===== src/rtl/input_cond_pkg.sv =====
// Shared types and default timing for the push-button/switch input conditioner.
package input_cond_pkg;

  typedef enum logic [1:0] {
    RPT_IDLE   = 2'd0,
    RPT_DELAY  = 2'd1,
    RPT_REPEAT = 2'd2
  } rpt_state_t;

  // Defaults for a 40 MHz system clock.
  localparam int DEBOUNCE_10MS      = 400000;
  localparam int REPEAT_DELAY_500MS = 20000000;
  localparam int REPEAT_RATE_100MS  = 4000000;

  function automatic int max_int(input int a, input int b);
    return (a > b) ? a : b;
  endfunction

endpackage


===== src/rtl/input_conditioner_channel.sv =====
// One input channel: synchroniser chain, debounce counter and hold-to-repeat FSM.
module debounce_channel
  import input_cond_pkg::*;
#(
  parameter int SYNC_STAGES     = 2,
  parameter int DEBOUNCE_CYCLES = DEBOUNCE_10MS,
  parameter int REPEAT_DELAY    = REPEAT_DELAY_500MS,
  parameter int REPEAT_RATE     = REPEAT_RATE_100MS,
  parameter bit REPEAT_EN       = 1'b0
) (
  input  logic clk_40MHz,
  input  logic reset,
  input  logic raw,
  output logic level,
  output logic rise_pulse,
  output logic fall_pulse,
  output logic press_pulse
);

  localparam int CNT_W = $clog2(DEBOUNCE_CYCLES + 1);
  localparam int RPT_W = $clog2(max_int(REPEAT_DELAY, REPEAT_RATE));

  logic [SYNC_STAGES-1:0] sync_chain;
  logic                   sync;
  logic [CNT_W-1:0]       cnt;
  logic                   commit;
  logic                   rise_ev;
  logic                   fall_ev;
  rpt_state_t             state;
  rpt_state_t             state_next;
  logic [RPT_W-1:0]       rep_cnt;
  logic [RPT_W-1:0]       rep_cnt_next;
  logic                   repeat_ev;

  assign sync    = sync_chain[SYNC_STAGES-1];
  assign commit  = (sync != level) && (cnt == CNT_W'(DEBOUNCE_CYCLES - 1));
  assign rise_ev = commit & sync;
  assign fall_ev = commit & ~sync;

  always_ff @(posedge clk_40MHz or posedge reset) begin
    if (reset) sync_chain <= '0;
    else       sync_chain <= {sync_chain[SYNC_STAGES-2:0], raw};
  end

  // Level only follows sync after DEBOUNCE_CYCLES consecutive disagreeing samples.
  always_ff @(posedge clk_40MHz or posedge reset) begin
    if (reset) begin
      cnt        <= '0;
      level      <= 1'b0;
      rise_pulse <= 1'b0;
      fall_pulse <= 1'b0;
    end else begin
      rise_pulse <= rise_ev;
      fall_pulse <= fall_ev;
      if (sync == level) begin
        cnt <= '0;
      end else if (commit) begin
        level <= sync;
        cnt   <= '0;
      end else begin
        cnt <= cnt + CNT_W'(1);
      end
    end
  end

  always_ff @(posedge clk_40MHz or posedge reset) begin
    if (reset) begin
      state       <= RPT_IDLE;
      rep_cnt     <= '0;
      press_pulse <= 1'b0;
    end else begin
      state       <= state_next;
      rep_cnt     <= rep_cnt_next;
      press_pulse <= rise_ev | repeat_ev;
    end
  end

  // The FSM keys off the debounce commit itself so the first repeat lands
  // exactly REPEAT_DELAY cycles after the rise pulse; a fall beats a due repeat.
  always_comb begin
    state_next   = state;
    rep_cnt_next = rep_cnt;
    repeat_ev    = 1'b0;
    if (!REPEAT_EN || fall_ev) begin
      state_next   = RPT_IDLE;
      rep_cnt_next = '0;
    end else begin
      case (state)
        RPT_IDLE: begin
          if (rise_ev) begin
            state_next   = RPT_DELAY;
            rep_cnt_next = '0;
          end else begin
            rep_cnt_next = '0;
          end
        end
        RPT_DELAY: begin
          if (rep_cnt == RPT_W'(REPEAT_DELAY - 1)) begin
            state_next   = RPT_REPEAT;
            rep_cnt_next = '0;
            repeat_ev    = 1'b1;
          end else begin
            rep_cnt_next = rep_cnt + RPT_W'(1);
          end
        end
        RPT_REPEAT: begin
          if (rep_cnt == RPT_W'(REPEAT_RATE - 1)) begin
            rep_cnt_next = '0;
            repeat_ev    = 1'b1;
          end else begin
            rep_cnt_next = rep_cnt + RPT_W'(1);
          end
        end
        default: begin
          state_next   = RPT_IDLE;
          rep_cnt_next = '0;
        end
      endcase
    end
  end

endmodule


===== src/rtl/input_conditioner.sv =====
// Front end for board buttons/switches: N_CH independent synchronise/debounce/repeat channels.
module input_conditioner
  import input_cond_pkg::*;
#(
  parameter int              N_CH            = 4,
  parameter int              SYNC_STAGES     = 2,
  parameter int              DEBOUNCE_CYCLES = DEBOUNCE_10MS,
  parameter int              REPEAT_DELAY    = REPEAT_DELAY_500MS,
  parameter int              REPEAT_RATE     = REPEAT_RATE_100MS,
  parameter logic [N_CH-1:0] REPEAT_MASK     = 4'b0110
) (
  input  logic            clk_40MHz,
  input  logic            reset,
  input  logic [N_CH-1:0] raw_in,
  output logic [N_CH-1:0] level,
  output logic [N_CH-1:0] rise_pulse,
  output logic [N_CH-1:0] fall_pulse,
  output logic [N_CH-1:0] press_pulse
);

  for (genvar i = 0; i < N_CH; i++) begin : g_ch
    debounce_channel #(
      .SYNC_STAGES    (SYNC_STAGES),
      .DEBOUNCE_CYCLES(DEBOUNCE_CYCLES),
      .REPEAT_DELAY   (REPEAT_DELAY),
      .REPEAT_RATE    (REPEAT_RATE),
      .REPEAT_EN      (REPEAT_MASK[i])
    ) u_ch (
      .clk_40MHz  (clk_40MHz),
      .reset      (reset),
      .raw        (raw_in[i]),
      .level      (level[i]),
      .rise_pulse (rise_pulse[i]),
      .fall_pulse (fall_pulse[i]),
      .press_pulse(press_pulse[i])
    );
  end

endmodule


===== config.mk =====
export PLATFORM = sky130hd
export DESIGN_NAME = input_conditioner
export DESIGN_NICKNAME = d
export VERILOG_FILES = /design/src/rtl/input_cond_pkg.sv /design/src/rtl/input_conditioner_channel.sv /design/src/rtl/input_conditioner.sv
export SDC_FILE = /design/constraint.sdc
export NUM_CORES = 1
export LEC_CHECK = 0
export CAP_MARGIN = 20
export CORE_AREA = 2 2 119 121
export CTS_BUF_LIST = sky130_fd_sc_hd__clkbuf_4
export DETAILED_ROUTE_END_ITERATION = 7
export DIE_AREA = 0 0 121 123
export GPL_TIMING_DRIVEN = 0
export PLACE_DENSITY = 0.81
export SLEW_MARGIN = 20
export SYNTH_ARGS = -nofsm -noshare
export SYNTH_HDL_FRONTEND = slang
export SYNTH_SLANG_ARGS = --single-unit

===== constraint.sdc =====
create_clock -name clk_40MHz -period 11.3 [get_ports clk_40MHz]
set_input_delay 3.39 -clock clk_40MHz [delete_from_list [all_inputs] [get_ports clk_40MHz]]
set_output_delay 3.39 -clock clk_40MHz [all_outputs]
set_load 0.02 [all_outputs]

==> results of run 1 <==
[report_power, final]
| part | internal [mW] | switching [mW] | total [mW] |
|---|---|---|---|
| combinational | 0.00722 | 0.0182 | 0.0254 |
| sequential | 0.549 | 0.00459 | 0.553 |
| clock | 0.160 | 0.177 | 0.337 |
[layer usage]
layer / part of all wire (%) / up-vias / global-route usage [%]
met5: 0 / - / 0
met4: 0.73 / 0 / 5.81
met3: 2.9 / 7 / 4.80
met2: 49 / 68 / 31.4
met1: 48 / 2504 / 24.8
li1: - / 2541 / -
[area by class of cell]
type / count / area share (%)
Buffer: 32 / 2.47
Clock buffer: 21 / 1.95
Clock inverter: 11 / 1.61
Inverter: 24 / 1.21
Multi-Input combinational cell: 522 / 40.1
Sequential cell: 152 / 47.0
Tap cell: 180 / 2.78
Timing Repair Buffer: 22 / 2.94
[critical path: stages, from the launching register on]
cell and delay, ps:
dfrtp_1 430, buf_4 130, clkdlybuf4s50_1 590
[cell families (layout without fill, tap and decap cells)]
logic type	count (synthesis)	count (layout)	synth area share (%)
xor+xnor	117	117	14.0
flops	152	152	51.8
fa+ha+maj	14	14	2.39
mux	2	2	0.307
simple gates	365	365	24.6
buf+inv	56	110	3.95
compound gates	24	24	3.00
[flip-flops by register name, summed over array words and instances, names as in the netlist]
register	cells
g_ch.u_ch.cnt	76
g_ch.u_ch.rep_cnt	50
g_ch.u_ch.sync_chain	8
g_ch.u_ch.fall_pulse	4
g_ch.u_ch.level	4
g_ch.u_ch.rise_pulse	4
g_ch.u_ch.state	4
g_ch.u_ch.press_pulse	2
[layout by cell type, fill, tap and decap left out, types with 6 or more instances in the layout]
cell type | synthesis | routed
xor2_1 | 73 | 73
nand2_1 | 41 | 41
nand4_1 | 30 | 30
xnor2_1 | 44 | 44
nor4b_1 | 6 | 6
and4_1 | 10 | 10
nor3_1 | 13 | 13
nand3_1 | 51 | 51
nor2_1 | 151 | 151
nor4_1 | 14 | 14
clkdlybuf4s50_1 | 0 | 21
dfrtp_1 | 152 | 152
nand2b_1 | 6 | 6
clkbuf_1 | 8 | 8
inv_1 | 24 | 23
buf_4 | 16 | 16
clkbuf_4 | 0 | 21
and3_1 | 15 | 15
ha_1 | 14 | 14
[worst min path at each step]
| stage | startpoint | end | cells past startpoint |
|---|---|---|---|
| 6_report | g_ch[1].u_ch.sync_chain[0] | g_ch[1].u_ch.sync_chain[1] | 0 |
| 3_5_place_dp | g_ch[1].u_ch.sync_chain[0] | g_ch[1].u_ch.sync_chain[1] | 0 |
| 2_1_floorplan | g_ch[0].u_ch.sync_chain[0] | g_ch[0].u_ch.sync_chain[1] | 0 |
| 4_1_cts | g_ch[1].u_ch.sync_chain[0] | g_ch[1].u_ch.sync_chain[1] | 0 |
| 3_3_place_gp | g_ch[2].u_ch.sync_chain[0] | g_ch[2].u_ch.sync_chain[1] | 0 |
| 5_1_grt | g_ch[1].u_ch.sync_chain[0] | g_ch[1].u_ch.sync_chain[1] | 0 |
==> impl_metrics.toml, run 1 <==
[outcome]
status = "finished, final reports clean"

[floorplan]
die_area_um2 = 14900
core_um2 = 13600
die_w_um = 121
start_util_pct = 53.9
row_count = 43
num_io_pins = 22
die_y_um = 123

[critical_path]
startpoint = "g_ch[1].u_ch.level"
start_kind = "flop"
reg2reg_depth = 7
r2r-start = "g_ch[2].u_ch.cnt[8]"
reg2reg_to = "g_ch[2].u_ch.cnt[10]"
reg2reg_setup_slack_ps = 8770
cp_max_fo = 4
critical_path_class = "flop to primary output"
arrival_ps = 1680
cp.required_ps = 7910
endpoint = "level[1]"
critPathCaptureType = "primary output"

[placement]
gp_congestion = 0.807
dp_hpwl_um = 8660
dpl_cell_area_um2 = 7810
pre_cts_slack_ps = 6660
port_buffers = 21
dp.cells = 932

[grt]
grt_pass1_wl_um = 22700
antenna_found_initial = 0
grt_pass1_vias = 5063
track_usage_pct = 19.0
gr-total-overflow = 0
grt_start_max_net_pins = 111

[logic_synthesis]
synth_seq_cells = 152
syn_inst = 730
postSynthAreaPerCell_um2 = 10.1
async_flop_share_pct = 100
synthTopCellsByArea = "dfrtp_1 (52%), xor2_1 (8.7%), nor2_1 (7.7%)"
seq_area_frac_synth_pct = 51.8
synth_flop_cell = "dfrtp_1"
synth.top_cell.area_share_pct = 51.8
synth_edf_count = 0
synth_largest_area_cell = "dfrtp_1"
synth_most_common_cell = "dfrtp_1"
synth_common_cells = "dfrtp_1 (152), nor2_1 (151), xor2_1 (73), nand3_1 (51), xnor2_1 (44)"
synthesis.area_um2 = 7340
ys_warn_count = 0
synth.distinct_cells = 51
synth_nets = 750

[clocking]
cts_buffer_depth = 2
cts_hold_buf = 0
cts.sinks = 152
cts-root-buf = "clkbuf_4"
postCtsSetupRepairBufs = 0
cts_tree = "done"
path_clk_slew_ps = 110
cts_resized = 0
htree_levels = 4
cts_made_buffers = 17
insertion_delay_ps = 540

[timing]
max_slew_margin_pct = 36.8
fmax_ghz = 0.197
setup_viol = 0
finalSetupTns_ps = 0
tightestPinTransition_ps = 935
finalHoldViolCount = 0
drv_slew = 0
min_period_over_period_pct = 44.8
min_period_ps = 5070
clock_skew_ps = 14.4
rsz0062_at_grt = "no"
holdWs_ps = 361
fin_ws_ps = 6230

[job]
maxCapViolCount = 0

[route]
avgViaCountPerCell = 5.31
drtIter0Drc = 309
drc = 0
wl_per_cell_um = 12.9
routed_wl_um = 12400
vias = 5120
drt_first_pass_iters = 4
drtAntennaViolNets = 0

[hold_path]
hold_path.class = "flop to flop"

[power_and_ir_drop]
power_mw = 0.916
vdd_ir_drop_max_mv = 0.0720
cellPowerDensity_nw_per_um2 = 113
p_leak_nw = 3.41

[layout]
multi_input_area_um2 = 3250
post-route-util_pct = 59.5
antenna_cells = 0
final_layout_size_suffix_gt1_share_pct = 8.55
stdcell_count = 964
stdcell_area_um2 = 8100
syn2layout_area_growth_pct = 10.3
regArea_um2 = 3800
fillCellCount = 1151
nNetsFinal = 791
Power figures use the tool's default switching activity.
==> run 2, diff against run 1 <==
- PLACE_DENSITY: 0.81 -> 0.84
- clock period: 11.3 -> 4.45 ns (I/O delays scaled with it)
==> run 2 against run 1 <==
Core utilization up 0.40 points. Critical path depth unchanged. Clock skew fell by 3.1 ps. First-iteration DRC count decreased by 3.9%. Count of clock-buffer cells in the layout down 1. Global-route usage fell by 0.070 points. Power rose by 150%. Largest cell class unchanged.
==> impl_metrics.toml, run 2 (synthesis results as in run 1) <==
[critical_path]
critPathMaxStageDelay_ps = 580
critPathCaptureType = "primary output"
path_cells = "buf_4 -> clkdlybuf4s50_1"
crit_buf_inv = 2
cp.required_ps = 3120
slowest_stage = "clkdlybuf4s50_1"
cp_max_fo = 4
start_kind = "flop"
cpLargestDelayFamily = "buffers and inverters"
arrival_ps = 1700
critical_path_class = "flop to primary output"

[grt]
use_met3_pct = 4.29
grt_pass1_vias = 4953
grt_pass1_wl_um = 22600
grt_start_max_net_pins = 35
top_usage_layer = "met2"
antenna_found_initial = 0
track_usage_pct = 18.9
met1_usage_pct = 25.4
gr-total-overflow = 0
grtUsageMet2_pct = 30.1

[clocking]
path_clk_slew_ps = 120
cts-root-buf = "clkbuf_4"
htree_levels = 4
cts.sinks = 152
insertion_delay_ps = 560
cts_tree = "done"
cts_buffer_depth = 2
cts_resized = 0
cts_hold_buf = 0
cts_made_buffers = 17
postCtsSetupRepairBufs = 0

[route]
drtIter0Drc = 297
vias = 5144
routed_wl_um = 12700
avgViaCountPerCell = 5.31
drtAntennaViolNets = 0
wl_per_cell_um = 13.1
drt_first_pass_iters = 4
drc = 0

[timing]
fin_ws_ps = 1410
min_period_over_period_pct = 68.2
max_slew_margin_pct = 40.8
finalSetupTns_ps = 0
drv_slew = 0
finalHoldViolCount = 0
setup_viol = 0
min_period_ps = 3040
fmax_ghz = 0.329
rsz0062_at_grt = "no"
holdWs_ps = 361
tightestPinTransition_ps = 875
clock_skew_ps = 11.3

[power_and_ir_drop]
vdd_ir_drop_max_mv = 0.183
cellPowerDensity_nw_per_um2 = 280
p_leak_nw = 3.42
power_mw = 2.28

[outcome]
status = "finished, final reports clean"

[layout]
nNetsFinal = 795
fillCellCount = 1135
syn2layout_area_growth_pct = 11.1
multi_input_area_um2 = 3250
layout_commonest_cell = "dfrtp_1"
regArea_um2 = 3800
antenna_cells = 0
stdcell_count = 968
stdcell_area_um2 = 8150
final_layout_size_suffix_gt1_share_pct = 8.63
reg_top3 = "g_ch.u_ch.cnt x76, g_ch.u_ch.rep_cnt x50, g_ch.u_ch.sync_chain x8"
post-route-util_pct = 59.9
final_cell_mix = "dfrtp_1 (152), nor2_1 (151), xor2_1 (73)"
top_register = "g_ch.u_ch.cnt"
largest_reg_flops = 76

[placement]
gp_congestion = 0.814
dp_hpwl_um = 8830
pre_cts_slack_ps = 1600
port_buffers = 21
dpl_cell_area_um2 = 7890
dp.cells = 936

[floorplan]
start_util_pct = 53.9
die_y_um = 123
die_area_um2 = 14900
num_io_pins = 22
core_um2 = 13600
die_w_um = 121
row_count = 43

[job]
maxCapViolCount = 0

[hold_path]
hold_path.class = "flop to flop"
-- run 2: changes by cell type in the layout (fill, tap and decap cells not counted) --
| cell | delta |
|---|---|
| clkinv_1 | +4 |
| clkinvlp_4 | +1 |
| bufinv_16 | -1 |
| nor4b_1 | -1 |
| clkinv_4 | +1 |
| nor4b_2 | +1 |
| clkinv_2 | -3 |
| buf_12 | +4 |
| clkbuf_4 | -1 |
| inv_8 | -1 |
-- run 2: path summary, 6_finish.rpt --
kind	startpoint	to	slack [ps]	cells after the start
worst max register to register	g_ch[2].u_ch.cnt[8]	g_ch[2].u_ch.cnt[14]	1800	7
min in group asynchronous	reset	g_ch[3].u_ch.rise_pulse	1100	2
max in group asynchronous	reset	g_ch[2].u_ch.cnt[0]	2260	6
worst max-delay path	g_ch[1].u_ch.level	level[1]	1410	2
worst min-delay path	g_ch[3].u_ch.sync_chain[0]	g_ch[3].u_ch.sync_chain[1]	360	0
worst min register to register	g_ch[3].u_ch.sync_chain[0]	g_ch[3].u_ch.sync_chain[1]	360	0
-- run 2: power by group --
group | internal [mW] | switching, mW
clock | 0.339 | 0.464
sequential | 1.39 | 0.0117
combinational | 0.0253 | 0.0479
-- run 2: cell type report --
class,instances,area share (%)
buffer,32,2.46
clock buffer,20,1.84
clock inverter,12,1.34
inverter,24,1.15
multi-input combinational,522,39.9
sequential,152,46.7
tap,180,2.76
timing repair buffer,26,3.90
-- run 2: routing by layer --
metal,up-vias,routed length [um]
met5,-,0
met4,0,150
met3,15,472
met2,92,6030
met1,2489,6000
li1,2548,-
